**config.mk**
```make
export PLATFORM = sky130hd
export DESIGN_NAME = fetch_npc_unit_flat
export DESIGN_NICKNAME = d
export VERILOG_FILES = /design/src/rtl/fetch_npc_unit_pkg.sv /design/src/rtl/fetch_npc_unit_if.sv /design/src/rtl/fetch_npc_unit_npc_calc.sv /design/src/rtl/fetch_npc_unit.sv /design/src/flat_wrapper.sv
export SDC_FILE = /design/constraint.sdc
export NUM_CORES = 1
export LEC_CHECK = 0
export ABC_AREA = 1
export CORE_MARGIN = 4
export CORE_UTILIZATION = 44
export CTS_CLUSTER_SIZE = 10
export DETAILED_ROUTE_END_ITERATION = 16
export HOLD_SLACK_MARGIN = 0.05
export PLACE_DENSITY = 0.81
export SLEW_MARGIN = 20
export SYNTH_ARGS = -nofsm -noshare
export SYNTH_HDL_FRONTEND = slang
export SYNTH_SLANG_ARGS = --single-unit
```
**constraint.sdc**
```tcl
create_clock -name clk -period 2.85 [get_ports clk]
set_clock_uncertainty 0.1 [all_clocks]
set_input_delay 0.285 -clock clk [delete_from_list [all_inputs] [get_ports clk]]
set_output_delay 0.285 -clock clk [all_outputs]
set_load 0.01 [all_outputs]
```
**src/rtl/fetch_npc_unit_pkg.sv**
```systemverilog
// fetch_npc_unit_pkg: NPC op codes, FSM states, fault codes and branch-condition helper
package fetch_npc_unit_pkg;
  localparam logic [3:0] NPC_PLUS4 = 4'd0;
  localparam logic [3:0] NPC_BEQ   = 4'd1;
  localparam logic [3:0] NPC_BNE   = 4'd2;
  localparam logic [3:0] NPC_BGTZ  = 4'd3;
  localparam logic [3:0] NPC_BLEZ  = 4'd4;
  localparam logic [3:0] NPC_BLTZ  = 4'd5;
  localparam logic [3:0] NPC_BGEZ  = 4'd6;
  localparam logic [3:0] NPC_JUMP  = 4'd7;
  localparam logic [3:0] NPC_JUMPR = 4'd8;
  localparam logic [3:0] NPC_NOP   = 4'd15;
  localparam logic [1:0] FLT_NONE  = 2'b00;
  localparam logic [1:0] FLT_ALIGN = 2'b01;
  localparam logic [1:0] FLT_TMO   = 2'b10;
  typedef enum logic [1:0] {FS_FETCH = 2'd0, FS_EXEC = 2'd1, FS_HALT = 2'd2} fstate_t;
  function automatic logic branch_taken(input logic [3:0] op, input logic [31:0] rs, input logic zero);
    logic pos, neg;
    neg = rs[31];
    pos = !rs[31] && (|rs);
    return op == NPC_BEQ  ? zero :
           op == NPC_BNE  ? !zero :
           op == NPC_BGTZ ? pos :
           op == NPC_BLEZ ? !pos :
           op == NPC_BLTZ ? neg :
           op == NPC_BGEZ ? !neg : 1'b0;
  endfunction
endpackage

```
**src/rtl/fetch_npc_unit_if.sv**
```systemverilog
// fetch_npc_unit_if: instruction-memory req/ack fetch bus
interface fetch_npc_unit_if;
  logic        req;
  logic [31:0] addr;
  logic        ack;
  logic [31:0] rdata;
  modport master (output req, addr, input ack, rdata);
  modport slave (input req, addr, output ack, rdata);
endinterface

```
**src/rtl/fetch_npc_unit_npc_calc.sv**
```systemverilog
// npc_calc: combinational next-PC target from pc, IR, NPCOp and branch conditions
module npc_calc
  import fetch_npc_unit_pkg::*;
(
  input  logic [31:0] pc,
  input  logic [25:0] ir,
  input  logic [3:0]  npc_op,
  input  logic [31:0] rs_data,
  input  logic        alu_zero,
  output logic [31:0] target
);
  logic [31:0] p4, off;
  always_comb begin
    p4 = pc + 32'd4;
    off = {{14{ir[15]}}, ir[15:0], 2'b00};
    target = npc_op == NPC_JUMP  ? {p4[31:28], ir, 2'b00} :
             npc_op == NPC_JUMPR ? rs_data :
             branch_taken(npc_op, rs_data, alu_zero) ? p4 + off : p4;
  end
endmodule

```
**src/rtl/fetch_npc_unit.sv**
```systemverilog
// fetch_npc_unit: PC/IR ownership, req/ack instruction fetch, next-PC commit, halt and fault sequencing
module fetch_npc_unit
  import fetch_npc_unit_pkg::*;
#(
  parameter logic [31:0] RESET_PC = 32'h0000_0000,
  parameter int          TIMEOUT  = 16
) (
  input  logic              clk,
  input  logic              rst,
  fetch_npc_unit_if.master  im,
  output logic [31:0]       instr,
  input  logic [3:0]        npc_op,
  input  logic [31:0]       rs_data,
  input  logic              alu_zero,
  input  logic              stall,
  output logic              commit,
  output logic [31:0]       pc,
  output logic [31:0]       pc_plus4,
  output logic              halted,
  output logic [1:0]        fault
);
  localparam int CW = $clog2(TIMEOUT + 1);
  fstate_t     state;
  logic [CW-1:0] cnt;
  logic [31:0] target;
  logic        go;
  npc_calc u_calc (
    .pc       (pc),
    .ir       (instr[25:0]),
    .npc_op   (npc_op),
    .rs_data  (rs_data),
    .alu_zero (alu_zero),
    .target   (target)
  );
  assign pc_plus4 = pc + 32'd4;
  assign im.req   = state == FS_FETCH;
  assign im.addr  = pc;
  assign halted   = state == FS_HALT;
  assign go       = state == FS_EXEC && !stall && npc_op != NPC_NOP;
  assign commit   = go && target[1:0] == 2'b00;
  always_ff @(posedge clk or posedge rst) begin
    if (rst) begin
      state <= FS_FETCH;
      pc    <= RESET_PC;
      instr <= '0;
      cnt   <= '0;
      fault <= FLT_NONE;
    end else begin
      case (state)
        FS_FETCH:
          if (im.ack) begin
            instr <= im.rdata;
            cnt   <= '0;
            state <= FS_EXEC;
          end else if (cnt == CW'(TIMEOUT - 1)) begin
            fault <= FLT_TMO;
            state <= FS_HALT;
          end else begin
            cnt <= cnt + 1'b1;
          end
        FS_EXEC:
          if (!stall) begin
            if (npc_op == NPC_NOP) begin
              state <= FS_HALT;
            end else if (target[1:0] != 2'b00) begin
              fault <= FLT_ALIGN;
              state <= FS_HALT;
            end else begin
              pc    <= target;
              state <= FS_FETCH;
            end
          end
        default: ;
      endcase
    end
  end
endmodule
```
**src/flat_wrapper.sv**
```systemverilog
// flat-port wrapper written by rule: the top's interface ports become plain ports
module fetch_npc_unit_flat import fetch_npc_unit_pkg::*;
#(
  parameter logic [31:0] RESET_PC = 32'h0000_0000,
  parameter int          TIMEOUT  = 16
)
  (clk, rst, instr, npc_op, rs_data, alu_zero, stall, commit, pc, pc_plus4, halted, fault, im_req, im_addr, im_ack, im_rdata);
  fetch_npc_unit_if im_i ();
  input  logic clk;
  input  logic rst;
  output logic [31:0] instr;
  input  logic [3:0] npc_op;
  input  logic [31:0] rs_data;
  input  logic alu_zero;
  input  logic stall;
  output logic commit;
  output logic [31:0] pc;
  output logic [31:0] pc_plus4;
  output logic halted;
  output logic [1:0] fault;
  output wire logic [$bits(im_i.req)-1:0] im_req;
  output wire logic [$bits(im_i.addr)-1:0] im_addr;
  input wire logic [$bits(im_i.ack)-1:0] im_ack;
  input wire logic [$bits(im_i.rdata)-1:0] im_rdata;
  assign im_req = im_i.req;
  assign im_addr = im_i.addr;
  assign im_i.ack = im_ack;
  assign im_i.rdata = im_rdata;
  fetch_npc_unit #(.RESET_PC(RESET_PC), .TIMEOUT(TIMEOUT)) u_core (.clk(clk), .rst(rst), .im(im_i), .instr(instr), .npc_op(npc_op), .rs_data(rs_data), .alu_zero(alu_zero), .stall(stall), .commit(commit), .pc(pc), .pc_plus4(pc_plus4), .halted(halted), .fault(fault));
endmodule
```
After elaboration in Yosys (flattened, before gate mapping)
Index checks and enable logic that the tools add are counted. W data, S select, Z words.

Bits in registers: 73. Word-level logic and storage cells: 71.

Equal/unequal tests: 20. $add $sub $neg: 3. Reduce and logical (&&, ||, !) cells: 18. Mux-type cells: 22. Bitwise gates (word level): 3.

Operator list (number): $mux W32 (3); $add A32 B3 Y32 const B (1); $add A32 B32 Y32 (1); $reduce_or A32 Y1 (1); $mux W2 (9); $eq A4 B3 Y1 const B (4); $mux W5 (2); $ne A2 B2 Y1 const B (5); $eq A4 B2 Y1 const B (2); $eq A4 B4 Y1 const B (2); $pmux W2 S2 (2); $mux W1 (6); $reduce_and A6 Y1 (1); $add A5 B1 Y5 const B (1); $eq A5 B4 Y1 const B (1); $eq A4 B1 Y1 const B (1); $logic_and A1 B1 Y1 (4); $logic_not A1 Y1 (4); $logic_not A2 Y1 (2); $ne A4 B4 Y1 const B (1); $reduce_and A2 Y1 (2); $reduce_and A4 Y1 (1); $reduce_bool A2 Y1 (2); $ne A3 B1 Y1 const B (1); other kinds (5) (7).

Longest topological paths before layout
Depth in word-level cells: 15. Mapped depth: 25.

By module
Synthesis repeated with hierarchy kept, for this count alone.

Cells, all modules: 1300. Area total of the unflattened synthesis: 8170.3 um^2.

By module, submodules not included: npc_calc (area each 4159.0 um^2, cells each 814, instances 1); fetch_npc_unit (area each 4011.3 um^2, cells each 486, instances 1).

Worst setup path after synthesis
No wires, ideal clock.

Kind: register to register. From: register u_core.pc[2], in the netlist u_core.im.addr[2]. To: register u_core.pc[31], in the netlist u_core.im.addr[31]. Buffers on the path: 0. Data arrival time: 2879 ps. Setup slack: -245 ps. Stages on the path, launching flop included: 23. Library setup time: 116 ps. Path through: dfrtp_1 ha_1 nand2_1 nor2_2 nand2_1 nor3_2 nand2_1 xor2_1 ha_1 nand2_1 inv_1 a21oi_1 o21ai_1 nand2_1 nand2b_1 inv_1 nand2_1 nand2_1 nand3_1 nand3_1 nand2_1 nand2_1 nand2_1.

Longest elaborated chain between the ends: 5.

RTL lines: from (decl) (line fetch_npc_unit.sv:17) `output logic [31:0] pc,`; from (signal assigned) (line fetch_npc_unit.sv:69) `pc <= target;`; $add A32 B3 Y32; named net pc_plus4[18] (line flat_wrapper.sv:18) `output logic [31:0] pc_plus4;`; $add A32 B32 Y32 (line fetch_npc_unit_npc_calc.sv:18) `branch_taken(npc_op, rs_data, alu_zero) ? p4 + off : p4;`; $mux W32 (line fetch_npc_unit_npc_calc.sv:18); $mux W32 (line fetch_npc_unit_npc_calc.sv:17) `npc_op == NPC_JUMPR ? rs_data :`; $mux W32 (line fetch_npc_unit_npc_calc.sv:16) `target = npc_op == NPC_JUMP ? {p4[31:28], ir, 2'b00} :`.

The timed path passes the listed nets, and every way through them passes these cells. A chain may end at the register's enable or synchronous reset.

Final worst setup path
From: register u_core.pc[11], in the netlist u_core.im.addr[11]. To: register u_core.pc[28], in the netlist u_core.im.addr[28].

Longest elaborated chain between the ends: 5.

RTL lines: $add A32 B3 Y32 * (line fetch_npc_unit_npc_calc.sv:14) `p4 = pc + 32'd4;`; $add A32 B32 Y32 (line fetch_npc_unit_npc_calc.sv:18); $mux W32 (line fetch_npc_unit_npc_calc.sv:18); $mux W32 (line fetch_npc_unit_npc_calc.sv:17); $mux W32 * (line fetch_npc_unit_npc_calc.sv:16).

Mark *: on every way between the ends. The rest lies on a longest branch, timed or not.

==> key figures <==
Power and ir drop
  • Flop pwr share: 0.386
  • Clock Power Share: 0.500
  • Sw power: 0.659 mW
  • LEAKAGE: approximately 6.0 nW
  • Int Pwr: 2.04 mW
  • Power Density: 230 nW/um2
  • Logic pwr share: 0.114
  • Sw frac: 0.244
  • VDD IR max: 288 uV

Timing
  • Max Slew Vio Count: 0
  • Setup-failing EPs final: 20
  • Final Critical Period: 3.18 ns
  • Fin crit share: 1.12
  • RSZ-0062 raised after global routing: true
  • Crit path setup slack, layout: -0.330 ns
  • Final hold vios: 0
  • Slew @ Worst Pin: 0.698 ns
  • Max Freq: 0.314 GHz
  • Slew headroom: 0.534
  • TNS Setup: -4.54 ns

Synth
  • Syn_area_per_cell: around 6.3 um2
  • Yosys top cell by area: dfrtp_1
  • Post-synth top area share: 0.261
  • Post-synth top flop: dfrtp_1
  • Number of synthesized flops with an enable pin: 0
  • Gate Count Post-Synth: ~1100
  • Synth unique cells: 48
  • Mapped cell area: roughly 7000 um2
  • Sequential area share after synthesis: 0.261
  • Synth area leaders: dfrtp_1, nand2_1, ha_1
  • #FFs+latches synth: 73
  • Ys Warns: 0
  • Ys async rst share: 1.00
  • Synthesized Nets: 1219

Clocking
  • H-tree depth: 3
  • Skew-Pair Late Insertion Delay: ~0.35 ns
  • CTS tree: done
  • Clock sinks: between 70 and 80
  • Clock root cell: clkbuf_16
  • Num CTS Buffers: 9
  • Clk slew on worst S/H paths: ~0.06 ns
  • CTS Buffer Depth: 2
  • # hold bufs at CTS: 0

Status
  • Status: complete, but fails checks
  • Failing checks: negative setup slack

Worst setup path
  • Crit-path max cell delay: 0.44 ns
  • WP data arrival: 3.37 ns
  • Critical-path cell list: nand2_4, nor2_4, nand2_1, nor4_2, buf_4, xor2_1, inv_1, ha_4, nand2_2, buf_4, nor2_2, nand2_1, nand3b_1, nand2_1, nand2_1, nand2_1, nand2_1, o21ai_1, nand2_1, nand2_1, nand2_1, nand2_1
  • CP delay by family, top: simple AND/OR/NAND/NOR gates
  • Kind of critical path: register to register
  • Critical path peak fanout: 4
  • Critical path's slowest cell: dfrtp_2
  • Buf/Inv on CP: 3
  • Worst path most repeated cell: nand2_1
  • Worst setup EP type: register
  • Crit path launch type: register
  • Worst EP required: 3.04 ns

Finish
  • Ant. Diodes: 0
  • Post-Layout Cell Count: 1662
  • Fillers: roughly 1000
  • Net count, final: 1558
  • Post-route cell area: between 10000 and 15000 um2
  • Multi-input logic area: 5270 um2
  • Reg area: 1840 um2
  • Synthesis-to-layout area growth: 67.9%
  • Share of layout cells above drive strength 1: 0.294

Placed design
  • Placement Cell Area: 10300 um2
  • HPWL Detailed: 21.4 mm
  • Placed cells: 1624
  • PortBufs: 205
  • Placer Congestion: a little under 1

Floorplan
  • Chip height: 134 um
  • Die Wd: ~130 um
  • Initial Util: 0.455
  • Die area: 18000 um2
  • Std-Cell Rows: 45
  • CORE AREA: 15400 um2
  • Boundary Pins: 206

Flow run
  • Max cap viols: 0

Global route
  • First-pass GRT wire length: 44.7 mm
  • Vias in the first global route: between 8000 and 9000
  • GR Overflow Total: 0
  • Antenna violations before repair: 0
  • Largest net degree at the start of global routing: 55
  • Total GRT Usage: 0.314

Drt
  • Via Count: ~9000
  • Vias/cell: 5.37
  • DRC violations left: 0
  • Post-route antenna net violation count: 0
  • Post-Route WL: between 30 and 40 mm
  • Drt pass-1 iters: 6
  • Drt wl/cell: 18.2 um
  • Initial DRC count: between 1000 and 1500

Hold path
  • Worst min path class: input port to async pin
registers in the layout (all words and copies together) (netlist names):
register / flops
u_core.state: 2
u_core.instr: 32
u_core.fault: 2
u_core.im.addr: 32
u_core.cnt: 5
timing repair:
item | 4_1_cts | 5_1_grt
buffers inserted | 14 | 9
pin swaps | 45 | 44
endpoints found under the setup margin | 28 | 36
resized for setup | 113 | 106
Yosys cell counts, types with 3 or more instances:
cell,instances
nand2_1,354
inv_1,118
nor2_1,111
nand3_1,84
a21oi_1,76
dfrtp_1,73
o21ai_0,42
ha_1,38
buf_4,37
xor2_1,34
clkbuf_1,19
nor3_1,18
nand4_1,14
inv_2,12
xnor2_1,11
buf_2,6
a31oi_1,5
o21ai_1,5
nand2_2,4
nor2_2,4
nor3_2,4
clkinv_1,3
nand2_4,3
worst register-to-register path: cells and delay by family, from the launching register on:
kind / cells / cell delay, ns
buf+inv: 3 / 0.42
flops: 1 / 0.44
fa+ha+maj: 1 / 0.32
xor+xnor: 1 / 0.15
compound gates: 1 / 0.10
simple gates: 16 / 1.62
path summary, 6_finish.rpt:
check                           cells past startpoint            endpoint                from  slack, ns
worst max-delay path                               22  u_core.im.addr[28]  u_core.im.addr[11]      -0.33
worst min-delay path                                2    u_core.instr[29]                 rst       0.25
worst max register to register                     22  u_core.im.addr[28]  u_core.im.addr[11]      -0.33
worst min register to register                      2    u_core.instr[27]    u_core.instr[27]       0.38
max in group asynchronous                           3  u_core.im.addr[22]                 rst       1.73
min in group clk                                    3    u_core.instr[17]        im_rdata[17]       0.37
cell families (layout without fill, tap and decap cells):
logic type	Yosys count	after routing	synth area share
fa+ha+maj	39	39	0.0709
simple gates	613	613	0.376
xor+xnor	46	46	0.0587
compound gates	140	140	0.106
buf+inv	196	540	0.128
flops	73	73	0.261
power groups by stage:
stage,Combinational (mW),Sequential [mW],Clock (mW)
3_5_place_dp,0.297,1.06,0
4_1_cts,0.299,1.04,1.36
5_1_grt,0.332,1.04,1.40
3_3_place_gp,0.293,1.06,0
2_1_floorplan,0.117,1.06,0
6_report,0.307,1.04,1.35
cell type report:
class	count	area share
clock inverters	7	0.0101
inverters	133	0.0431
flip-flops and latches	73	0.157
multi-input cells	838	0.449
well taps	211	0.0225
clock buffers	9	0.0192
repair buffers	391	0.300
cells in the final DEF, fill, tap and decap left out, types with 12 or more instances in the layout:
master,n
a21oi_1,56
a21oi_2,17
buf_4,179
clkdlybuf4s50_1,197
dfrtp_1,61
dfrtp_2,12
ha_1,16
ha_4,20
inv_1,104
inv_2,25
nand2_1,314
nand2_2,39
nand3_1,77
nand4_1,14
nor2_1,84
nor2_2,17
nor2_4,16
o21ai_0,36
xor2_1,21
stage by stage:
| stage | hold slack, ns | utilization | worst slack, ns | total power, mW |
|---|---|---|---|---|
| finish | 0.249 | 0.764 | -0.330 | 2.70 |
| detailed placement | 0.364 | 0.671 | -0.457 | 1.36 |
| global placement | 0.363 | 0.671 | -0.450 | 1.35 |
| floorplan | 0.295 | - | -0.0473 | 1.18 |
| global route | 0.302 | 0.764 | -0.531 | 2.77 |
| CTS | 0.271 | 0.728 | -0.318 | 2.70 |
layer usage:
| metal | GRT usage | wire, um | vias up |
|---|---|---|---|
| met5 | 0 | 0 | - |
| met2 | 0.499 | 14200 | 533 |
| met3 | 0.0806 | 3400 | 90 |
| met1 | 0.408 | 11600 | 4142 |
| met4 | 0.126 | 1010 | 0 |
| li1 | - | - | 4166 |
(Power assumes the default switching activity.)
==> RTL edit 1: new RTL, same settings <==
Reset style: synchronous (`rst`), changed in one clocked block.
--- a/src/rtl/fetch_npc_unit.sv
+++ b/src/rtl/fetch_npc_unit.sv
@@ -38,7 +38,7 @@
   assign halted   = state == FS_HALT;
   assign go       = state == FS_EXEC && !stall && npc_op != NPC_NOP;
   assign commit   = go && target[1:0] == 2'b00;
-  always_ff @(posedge clk or posedge rst) begin
+  always_ff @(posedge clk) begin
     if (rst) begin
       state <= FS_FETCH;
       pc    <= RESET_PC;
Formal check against the unedited RTL: differs if rst is asserted again (counterexample within 4 cycles, from zero or initial values and one cycle with rst high); with rst held inactive, the same outputs for 4 cycles.
==> RTL edit 1 against the unedited design <==
  * The run still ends with negative setup slack left
  * Critical path depth unchanged
  * Worst hold slack better by 0.12 ns
  * Global-route usage up 3.1 points
  * Utilization up 3.6 points
  * Routed wire length rose by 16%
  * Synthesized area barely moved
  * Cell area up 4.7%
  * Sequential cell count is the same
  * Setup slack got worse by 0.091 ns
Power is not compared: it rests on default switching activity, and its combinational part moved more than twofold at a synthesized area within 25%.
==> RTL edit 1: results <==
[grt]
grt_pass1_vias = 9051
met3_usage = 0.0728
grt_usage = 0.345
met1_usage = 0.450
grt_start_max_net_pins = 58
gr-usage-met2 = 0.572
grt_first_pass_wirelength_um = 48500

[hold_path]
min_from = u_core.fault[1]
hold_class = register to register
min_delay_path_depth = 2

[drt]
wl_met2_um = 16400
wl_met1_um = 13700
met3_length_um = 3520
vias = 9928
first_iter_violations = 998
drt_wl_total_um = 35100

[setup_path]
max_stage_delay_ns = 0.38
arrival_ns = 3.41
slowest_stage = dfxtp_2
r2r-end = u_core.im.addr[24]

[layout]
drive_gt1_frac = 0.309
nets = 1668
final_cells = 1772

[logic_synthesis]
syn_avg_cell_area_sq_um = 5.87
async_flop_share = 0
synth_nets = 1303
synth_area_leaders = dfxtp_1, nand2_1, nor2_1
synth_commonest_cells = nand2_1, nor2_1, inv_1
dominantRegCellSynth = dfxtp_1

[sta]
worst_pin_slew_ns = 0.629
setup_ws_ns = -0.421
setup_tns_ns = -4.04
setup_violations = 22
hold_ws_ns = 0.374

[clock_tree]
htreeDepth = 3

[placement]
dpl-instance-area_sq_mm = 0.0103
pre_cts_ws_ns = -0.520
dp_hpwl_um = 24200

[status]
violations = negative setup slack
status = finished with violations
-- RTL edit 1: layout make-up --
class	count	area, sq um
inverters	142	538
repair buffers	427	3810
well taps	211	264
flip-flops and latches	73	1490
clock buffers	10	239
multi-input cells	903	5850
fillers	1057	3080
clock inverters	6	90.1
-- RTL edit 1: power groups by stage --
stage | Clock [mW] | Sequential, mW | Combinational, mW
floorplan | 0 | 1.30 | 0.786
global placement | 0 | 1.25 | 1.80
detailed placement | 0 | 1.26 | 1.82
CTS | 1.29 | 1.24 | 1.95
global route | 1.34 | 1.27 | 2.39
finish | 1.30 | 1.26 | 2.26
-- RTL edit 1: worst max-delay path by stage --
| stage | slack [ns] | start | cells after the start | to |
|---|---|---|---|---|
| after CTS | -0.18 | u_core.im.addr[4] | 21 | u_core.im.addr[29] |
| after global routing | -0.48 | u_core.im.addr[4] | 23 | u_core.im.addr[24] |
| after floorplan | 0.002 | u_core.im.addr[8] | 22 | u_core.im.addr[30] |
| after global placement | -0.53 | u_core.im.addr[2] | 22 | u_core.im.addr[29] |
| after detailed placement | -0.52 | u_core.im.addr[3] | 22 | u_core.im.addr[29] |
| final | -0.42 | u_core.im.addr[10] | 22 | u_core.im.addr[24] |
-- RTL edit 1: cells by family (layout without fill, tap and decap cells) --
logic type,after synthesis,after routing,share of synthesized area
AO/OA/AOI/OAI,215,215,0.165
buffers and inverters,215,585,0.138
adder cells (fa/ha/maj),39,39,0.0709
AND/OR/NAND/NOR,609,609,0.366
XOR/XNOR,40,40,0.0512
flip-flops,73,73,0.209
-- RTL edit 1: timing repair --
action,in CTS,in global routing
cloned,0,0
setup endpoints to repair,33,35
gates resized for setup,111,207
pin swaps,25,78
buffers inserted,18,18
==> RTL edit 2: new RTL, same flow settings <==
Made on the original files. `TIMEOUT` is set to 16 in 2 places; all go to 32.
--- a/src/rtl/fetch_npc_unit.sv
+++ b/src/rtl/fetch_npc_unit.sv
@@ -3,7 +3,7 @@
   import fetch_npc_unit_pkg::*;
 #(
   parameter logic [31:0] RESET_PC = 32'h0000_0000,
-  parameter int          TIMEOUT  = 16
+  parameter int          TIMEOUT  = 32
 ) (
   input  logic              clk,
   input  logic              rst,
--- a/src/flat_wrapper.sv
+++ b/src/flat_wrapper.sv
@@ -2,7 +2,7 @@
 module fetch_npc_unit_flat import fetch_npc_unit_pkg::*;
 #(
   parameter logic [31:0] RESET_PC = 32'h0000_0000,
-  parameter int          TIMEOUT  = 16
+  parameter int          TIMEOUT  = 32
 )
   (clk, rst, instr, npc_op, rs_data, alu_zero, stall, commit, pc, pc_plus4, halted, fault, im_req, im_addr, im_ack, im_rdata);
   fetch_npc_unit_if im_i ();
Formal check against the unedited RTL: no difference found for any inputs over 4 cycles, from zero or initial values and one cycle with rst high; that may be too few to reach the edited logic, so the function may still have changed.
==> RTL edit 2 against the unedited design <==
  * The run still ends with negative setup slack left
  * Synthesized area increased by 2.7%
  * Routed wire length increased by 9.6%
  * Setup slack got worse by 0.042 ns
  * Critical path depth unchanged
  * Critical endpoint is now u_core.im.addr[31]
  * Cell area increased by 4.8%
  * Sequential cell count increased by 1
Power is not compared: it rests on default switching activity, and its combinational part moved more than twofold at a synthesized area within 25%.
==> RTL edit 2: results <==
[layout]
drive_gt1_frac = 0.298
diodes = 0
nets = 1636
fillerInstances = 1083

[setup_path]
path_delay_family = simple AND/OR/NAND/NOR gates
slowest_stage = dfrtp_1
arrival_ns = 3.36
r2r_cells = 22
worst-path-max-fanout = 3
max_stage_delay_ns = 0.41

[sta]
setup_violations = 25
slew_headroom = 0.427
setup_ws_ns = -0.372
setup_tns_ns = -5.23

[placement]
dp_cells = 1691
port_buffers = 205
dp_hpwl_um = 23000
globalplace.congestion = 1.00

[drt]
wl_per_cell_um = 19.0
vias = 9607
first_iter_violations = 1052
dr.pass1.iters = 6
drc_errors = 0
drt_wl_total_um = 33100

[logic_synthesis]
synth_nets = 1255
dominantRegCellSynth = dfrtp_1
async_flop_share = 1.00
synth_area_leaders = dfrtp_1, nand2_1, nand3_1
synth-edff-count = 0
synth_cells = 1144
synth_commonest_cells = nand2_1, inv_1, nor2_1
yosys.cell_types.count = 40
ys_seq_area_frac = 0.258
synth_warnings = 0

[grt]
grt_start_max_net_pins = 41
grt_first_pass_wirelength_um = 47700
grt_usage = 0.331
antenna_found_initial = 0
grt_pass1_vias = 9055

[status]
violations = negative setup slack
status = finished with violations

[clock_tree]
clkLatencyLatePin_ns = 0.35
cts.clk_slew.worst_paths_ns = 0.06
clk_path_buf_depth = 2
cts-root-buf = clkbuf_16
htreeDepth = 3
numCtsBuffers = 9

[hold_path]
hold_class = input pin to async pin

[power_and_ir_drop]
power_leakage_nw = 6.07
peakVddDrop_v = 0.000270
## RTL edit 2: through the flow
| stage | setup WS [ns] | utilization | hold WS (ns) | cell area (sq um) | power, mW |
|---|---|---|---|---|---|
| floorplan | -0.0442 | - | 0.302 | 7320 | 1.36 |
| global placement | -0.485 | 0.672 | 0.355 | 10700 | 1.68 |
| detailed placement | -0.507 | 0.672 | 0.366 | 10700 | 1.69 |
| CTS | -0.187 | 0.736 | 0.344 | 11700 | 3.02 |
| global route | -0.526 | 0.772 | 0.369 | 12300 | 3.17 |
| finish | -0.372 | 0.772 | 0.327 | 12300 | 3.07 |
## RTL edit 2: report_power, final
part,total [mW],internal (mW),switching [mW]
Clock,1.30,0.798,0.499
Sequential,1.11,1.08,0.0302
Combinational,0.665,0.310,0.355
Total,3.07,2.18,0.884
## RTL edit 2: cell families (layout without fill, tap and decap cells)
logic type,after synthesis,after routing,synth area share
buffers and inverters,207,593,0.132
AO/OA/AOI/OAI,149,149,0.107
flip-flops,74,74,0.258
XOR/XNOR,40,40,0.0509
AND/OR/NAND/NOR,636,636,0.384
adder cells (fa/ha/maj),38,38,0.0673
## RTL edit 2: area by class of cell
| type | count | area [sq um] | share of cell area |
|---|---|---|---|
| clock buffer | 11 | 243 | 0.0197 |
| clock inverter | 5 | 85.1 | 0.00692 |
| inverter | 141 | 532 | 0.0432 |
| multi-input combinational | 863 | 5450 | 0.443 |
| sequential | 74 | 1860 | 0.151 |
| tap | 216 | 270 | 0.0220 |
| timing repair buffer | 436 | 3860 | 0.314 |
## RTL edit 2: path summary, 6_finish.rpt
kind | startpoint | to | slack, ns
worst max-delay path | u_core.im.addr[7] | u_core.im.addr[31] | -0.37
worst min-delay path | rst | u_core.im.addr[0] | 0.33
worst max register to register | u_core.im.addr[7] | u_core.im.addr[31] | -0.37
worst min register to register | u_core.instr[31] | u_core.instr[31] | 0.38
max in group asynchronous | rst | u_core.instr[19] | 1.59
min in group clk | im_rdata[26] | u_core.instr[26] | 0.36
## RTL edit 2: per-layer routing
layer	wire, um	share of wire	up-vias	track usage
met3	3280	0.099	148	0.0732
met1	12500	0.38	4460	0.419
met5	0	0	-	0
met2	15700	0.47	619	0.555
met4	1580	0.048	0	0.119
li1	-	-	4380	-
## RTL edit 2: repair_timing
item,in CTS,in global routing
buffers inserted,19,21
pin swaps,40,44
setup endpoints to repair,25,29
resized for setup,127,86
hold buffers,0,0
